==> config.mk <==
export PLATFORM = sky130hd
export DESIGN_NAME = istep8
export DESIGN_NICKNAME = d
export VERILOG_FILES = /design/src/rtl/istep8.sv
export SDC_FILE = /design/constraint.sdc
export NUM_CORES = 1
export LEC_CHECK = 0
export ABC_AREA = 1
export BUFFER_PORTS_ARGS = -buffer_cell sky130_fd_sc_hd__buf_2
export CAP_MARGIN = 25
export CORE_MARGIN = 2
export CORE_UTILIZATION = 40
export CTS_BUF_LIST = sky130_fd_sc_hd__clkbuf_4
export CTS_CLUSTER_DIAMETER = 120
export DETAILED_ROUTE_END_ITERATION = 10
export MAX_ROUTING_LAYER = met4
export PLACE_DENSITY_LB_ADDON = 0.1
export SLEW_MARGIN = 30
export SYNTH_ARGS = -nofsm -noshare
export SYNTH_HDL_FRONTEND = slang
export SYNTH_SLANG_ARGS = --single-unit
==> constraint.sdc <==
create_clock -name clk -period 5.25 [get_ports clk]
set_input_delay 0 -clock clk [delete_from_list [all_inputs] [get_ports clk]]
set_output_delay 0 -clock clk [all_outputs]
set_load 0.02 [all_outputs]
==> src/rtl/istep8.sv <==
// rtl/istep8.sv - saturating intensity stepper with a valid/ready pixel output.
// Optional fractional accumulator enabled by ISTEP_FRAC_EN.
module istep8 #(
  parameter int CNT_W = 10
) (
  input  logic             clk,
  input  logic             resetl,
  input  logic             load,
  input  logic [7:0]       i0,
  input  logic [7:0]       d,
`ifdef ISTEP_FRAC_EN
  input  logic [7:0]       i0_frac,
  input  logic [7:0]       d_frac,
`endif
  input  logic [CNT_W-1:0] cnt,
  input  logic             out_ready,
  output logic             out_valid,
  output logic [7:0]       out_i,
  output logic             out_last,
  output logic             busy,
  output logic             sat,
  output logic             done
);

`ifdef ISTEP_FRAC_EN
  localparam int AW = 16;
`else
  localparam int AW = 8;
`endif

  typedef enum logic {IDLE, RUN} state_t;

  state_t           state_q, state_d;
  logic [AW-1:0]    acc_q, acc_d;
  logic [AW-1:0]    dreg_q, dreg_d;
  logic [CNT_W-1:0] rem_q, rem_d;
  logic             sat_q, sat_d;
  logic             done_q, done_d;

  logic [AW-1:0]    load_acc;
  logic [AW-1:0]    load_delta;
  logic [AW:0]      sum;
  logic             ovf;
  logic [AW-1:0]    step_res;
  logic             last_pix;
  logic             xfer;

`ifdef ISTEP_FRAC_EN
  assign load_acc   = {i0, i0_frac};
  assign load_delta = {d, d_frac};
`else
  assign load_acc   = i0;
  assign load_delta = d;
`endif

  // Unsigned accumulator plus signed delta: a carry that disagrees with the
  // delta sign means the true result left 0..max, so clamp toward that side.
  always_comb begin
    sum      = {1'b0, acc_q} + {1'b0, dreg_q};
    ovf      = sum[AW] ^ dreg_q[AW-1];
    step_res = sum[AW-1:0];
    if (ovf) begin
      step_res = dreg_q[AW-1] ? {AW{1'b0}} : {AW{1'b1}};
    end
  end

  assign last_pix = (rem_q == CNT_W'(1));
  assign xfer     = (state_q == RUN) && out_ready;

  always_comb begin
    state_d = state_q;
    acc_d   = acc_q;
    dreg_d  = dreg_q;
    rem_d   = rem_q;
    sat_d   = sat_q;
    done_d  = 1'b0;
    if (load) begin
      // A new span overrides any pending transfer of the current one.
      if (cnt != '0) begin
        state_d = RUN;
        acc_d   = load_acc;
        dreg_d  = load_delta;
        rem_d   = cnt;
        sat_d   = 1'b0;
      end else begin
        state_d = IDLE;
        done_d  = 1'b1;
      end
    end else if (xfer) begin
      if (last_pix) begin
        state_d = IDLE;
        done_d  = 1'b1;
      end else begin
        acc_d = step_res;
        rem_d = rem_q - CNT_W'(1);
        sat_d = sat_q | ovf;
      end
    end
  end

  always_ff @(posedge clk or negedge resetl) begin
    if (!resetl) begin
      state_q <= IDLE;
      acc_q   <= '0;
      dreg_q  <= '0;
      rem_q   <= '0;
      sat_q   <= 1'b0;
      done_q  <= 1'b0;
    end else begin
      state_q <= state_d;
      acc_q   <= acc_d;
      dreg_q  <= dreg_d;
      rem_q   <= rem_d;
      sat_q   <= sat_d;
      done_q  <= done_d;
    end
  end

  assign out_valid = (state_q == RUN);
  assign busy      = (state_q == RUN);
  assign out_last  = (state_q == RUN) && last_pix;
  assign out_i     = acc_q[AW-1 -: 8];
  assign sat       = sat_q;
  assign done      = done_q;

endmodule

# Word-level counts from Yosys, hierarchy flattened
# Index checks and enable logic that the tools add are counted.
op_classes:
  n_addsub: 2
  n_eq_ne: 3
  mux: 22
  bitwise: 2
  reduce_logical: 8
op_table:
  columns: ["cell", "n"]
  rows:
  - ["two-way mux 8 bit", 6]
  - ["two-way mux 10 bit", 4]
  - ["two-way mux 1 bit", 12]
  - ["== test 10 x 1 -> 1 bit (second input constant)", 1]
  - ["nonzero test 10 bit", 1]
  - ["subtractor 10 x 1 -> 10 bit (second input constant)", 1]
  - ["adder 8 x 8 -> 9 bit", 1]
  - ["AND reduction 2 bit", 2]
  - ["nonzero test 2 bit", 2]
  - ["AND reduction 3 bit", 1]
  - ["logical AND 1 bit", 2]
  - ["inequality test 2 x 1 -> 1 bit (second input constant)", 1]
  - ["inequality test 2 bit (second input constant)", 1]
  - ["OR 1 bit", 1]
  - ["bitwise XOR 1 bit", 1]
word_totals:
  ff_bits: 29
  output_inout_bits: 13
  wordCells: 43

# Longest topological paths before layout
logic_depth:
  ltp_word: 6
  depth_mapped: 14
  mapped_depth_nobuf: 14

# Worst setup path after synthesis
# OpenSTA, ideal clock, no wires.
synth_path:
  path_type: "reg-to-reg"
  from: "register acc_q[0] (netlist: out_i[0])"
  to: "register acc_q[2] (netlist: out_i[2])"
  setup_time_ns: 0.065
  arrival_time_ns: 1.828
  required_ns: 5.185
  slack_ns: 3.357
  stages_incl_launch_ff: 15
  path_buffers: 0
  cell_sequence: "dfrtp_1 ha_1 inv_1 fa_1 inv_1 nand2_1 nand2_1 nand3_1 nand2_1 nand2_2 nand2_2 inv_1 o21ai_0 nand2_1 nand2_1"
synth_via:
  elab_chain_len: 6
synth_lines:
  columns: ["element", "line", "rtl"]
  rows:
  - ["from (decl)", "34", "logic [AW-1:0] acc_q, acc_d;"]
  - ["from (signal assigned)", "104", "acc_q <= '0;"]
  - ["from (signal assigned)", "111", "acc_q <= acc_d;"]
  - ["adder 8 x 8 -> 9 bit (*)", "59", "sum = {1'b0, acc_q} + {1'b0, dreg_q};"]
  - ["bitwise XOR 1 bit", "60", "ovf = sum[AW] ^ dreg_q[AW-1];"]
  - ["two-way mux 8 bit (*)", "62", "if (ovf) begin"]
  - ["two-way mux 8 bit (*)", "90", "if (last_pix) begin"]
  - ["two-way mux 8 bit (*)", "89", "end else if (xfer) begin"]
  - ["two-way mux 8 bit (*)", "77", "if (load) begin"]
# Mark *: on every way between the ends. The rest lies on a longest branch, timed or not. The select of a mux whose other input is x is not followed.
# A chain may end at the register's enable or synchronous reset.

# Worst setup path in the final report
# Ends and elaborated chain as after synthesis.

==> run_results.csv <==
group,metric,value,unit
cells_and_area,layout-drive-gt1-share,19.3,%
placed_design,io_buffers,42,
synth,ys_ff_latch,29,
placed_design,pre_cts_ws,3.31,ns
global_routing,grt_pass1_wl,8560,um
die,rows,26,
power_and_ir_drop,power_frac_clock,19.7,%
clock_tree,clock_path_buffers,2,
sta,slew_viol_final,0,
sta,relSlewSlack,52.7,%
global_routing,grt_pass1_vias,1833,
global_routing,grt_max_degree,30,
synth,synth_largest_area_cell,"dfrtp_1",
sta,tns,0,ns
clock_tree,cts_buffers,5,
clock_tree,htree_num_levels,2,
detailed_routing,wire_per_inst,11.5,um
detailed_routing,drt_iter0_drc,123,
synth,avgSynthCellArea,6.92,um^2
synth,synth_cell_types,31,
placed_design,gp_congestion,0.824,
die,die_h,75.7,um
detailed_routing,antenna_left,0,
clock_tree,clk_pin_slew_worst_paths,0.09,ns
synth,yosysWarnings,0,
detailed_routing,drc,0,
setup_path,worstPathArrival,2.21,ns
setup_path,crit_fanout,5,
synth,syn_nets,338,
synth,synthCells,297,
sta,post-route-min-period,1.95,ns
die,ios,43,
detailed_routing,dr_total_vias,1980,
power_and_ir_drop,p_leak,1.42,nW
setup_path,critPathRequiredTime,5.51,ns
detailed_routing,vias_per_cell,4.63,
cells_and_area,diodes,0,
power_and_ir_drop,swShare,40.0,%
sta,clock_skew,0.00776,ns
sta,setup_viol,0,
synth,synth_top_area_share,35.3,%
sta,fmax,514,MHz
sta,fin_ws,3.30,ns
run_status,status,"completed",
clock_tree,cts_root_buf,"clkbuf_4",
global_routing,antenna_found_initial,0,
die,core_area,5040,um^2
die,start_util,40.7,%
detailed_routing,dr.pass1.iters,4,
job,maxCapViolCount,0,
cells_and_area,area_delta_synth_final,23.7,%
synth,ys_top_cells_by_area,"dfrtp_1, nand2_1, inv_1",
setup_path,path_class,"reg2reg",
detailed_routing,finalWirelength,4930,um
cells_and_area,fin_nets,398,
placed_design,dp_hpwl,3600,um
sta,rsz0062_at_grt,"no",
setup_path,cp-start-kind,"flip-flop",
power_and_ir_drop,p_int,0.446,mW
power_and_ir_drop,ir_drop,0.119,mV
setup_path,end_kind,"flip-flop",
sta,finalCritPeriodShare,37.1,%
power_and_ir_drop,p_per_area,293,nW/um^2
power_and_ir_drop,combPwrFrac,41.4,%
clock_tree,numClockSinks,29,
min_path,hold_class,"in2reg",
global_routing,grt.total_usage,20.3,%
power_and_ir_drop,p_switching,0.298,mW
die,die_w,75.7,um
power_and_ir_drop,pwr-share-seq,38.8,%
die,die_area,5730,um^2
synth,syn_area,2050,um^2
cells_and_area,num-fill-cells,497,
clock_tree,cts_tree,"built",
global_routing,overflow,0,
sta,tightest_slew,0.709,ns
clock_tree,insertion_delay,0.33,ns
synth,synth_seq_area_share,35.3,%
sta,hold_viol,0,
[worst max-delay path, stage by stage (launching register included)]
cell     delay (ns)
dfrtp_1        0.38
ha_1           0.20
inv_1          0.06
fa_1           0.39
inv_1          0.07
nand2_1        0.04
nand2_1        0.09
nand3_1        0.10
nand2_1        0.10
nand2_2        0.08
nand2_2        0.12
inv_1          0.07
o21ai_0        0.08
nand2_1        0.06
nand2_1        0.06
[synth_stat cells]
cell,n
a21oi_1,3
nand3_2,1
a31oi_1,3
or2_2,6
o21ai_0,4
nand2_8,1
nor2_4,1
xor2_1,2
inv_1,34
buf_4,1
or2_1,1
nand2_4,1
inv_2,3
dfrtp_1,29
nand4_1,4
o211ai_1,6
fa_1,1
nand4_2,1
nand2_2,3
nor2_2,1
o21ai_1,7
buf_2,4
xnor2_1,1
nand2_1,116
nand3b_1,3
or2_4,1
ha_1,10
nor2_1,26
nand3_1,18
buf_6,3
nor3_1,2
[power groups by stage]
stage | clock (mW) | combinational, mW | sequential (mW)
after floorplan | 0 | 0.204 | 0.306
after global placement | 0 | 0.298 | 0.294
after detailed placement | 0 | 0.297 | 0.294
after CTS | 0.156 | 0.309 | 0.289
after global routing | 0.167 | 0.359 | 0.294
final | 0.147 | 0.308 | 0.289
[state kept, by name (all words and copies together) (netlist names)]
| register | count |
|---|---|
| dreg_q | 8 |
| done | 1 |
| out_i | 8 |
| rem_q | 10 |
| busy | 1 |
| sat | 1 |
[area by class of cell]
cell class	instances	area, um^2	share of cell area [%]
clock buffer	8	60.1	2.36
inverter	37	139	5.47
multi-input combinational	223	1130	44.4
sequential	29	726	28.6
tap	70	87.6	3.45
timing repair buffer	61	400	15.8
[stage by stage]
| step | instances | cell area [um^2] | hold slack [ns] | util, % | total power [mW] |
|---|---|---|---|---|---|
| after floorplan | 297 | 2050 | -0.296 | - | 0.510 |
| after global placement | 401 | 2290 | 0.0853 | 45.4 | 0.592 |
| after detailed placement | 401 | 2290 | 0.0817 | 45.4 | 0.591 |
| after CTS | 428 | 2540 | 0.0123 | 50.4 | 0.755 |
| after global routing | 428 | 2540 | 0.0465 | 50.4 | 0.820 |
| final | 428 | 2540 | 0.0262 | 50.4 | 0.744 |
[logic make-up (layout without fill, tap and decap cells)]
family,count (synthesis),in the layout,synth area share (%)
AOI/OAI and AO/OA,23,23,6.52
xor gates and xnor gates,3,3,1.28
adders and majority gates,11,11,7.06
buffers and inverters,45,106,9.74
DFF,29,29,35.3
and+or+nand+nor,186,186,40.1
[cell usage in the layout, fill, tap and decap left out, types with 4 or more instances in the layout]
master	n
nand2_1	116
nor2_1	26
inv_1	34
o21ai_0	4
nand3_1	18
dfrtp_1	29
clkbuf_4	8
ha_1	10
dlygate4sd3_1	19
buf_2	42
o211ai_1	6
nand4_1	4
or2_2	6
o21ai_1	7
[routing by layer]
metal	global-route usage, %	wire length, um
met2	29.7	2130
met1	28.4	2550
met4	5.65	72
met5	-	0
met3	4.37	184
[what timing repair did]
item	CTS	global route
gates resized for setup	0	0
setup buffers	0	0
hold endpoints to repair	47	0
hold buffers	19	0
[final timing paths]
kind | start | endpoint | slack (ns) | cells after the start
max in group asynchronous | resetl | out_i[2]$_DFFE_PN0P_ | 4.57 | 2
min in group asynchronous | resetl | rem_q[8]$_DFFE_PN0P_ | 0.23 | 2
max reg2reg | out_i[0]$_DFFE_PN0P_ | out_i[2]$_DFFE_PN0P_ | 3.30 | 14
max | out_i[0]$_DFFE_PN0P_ | out_i[2]$_DFFE_PN0P_ | 3.30 | 14
min reg2reg | dreg_q[4]$_DFFE_PN0P_ | dreg_q[4]$_DFFE_PN0P_ | 0.50 | 2
min | i0[2] | out_i[2]$_DFFE_PN0P_ | 0.03 | 5
Note: power is estimated with default switching activity, not from simulation.
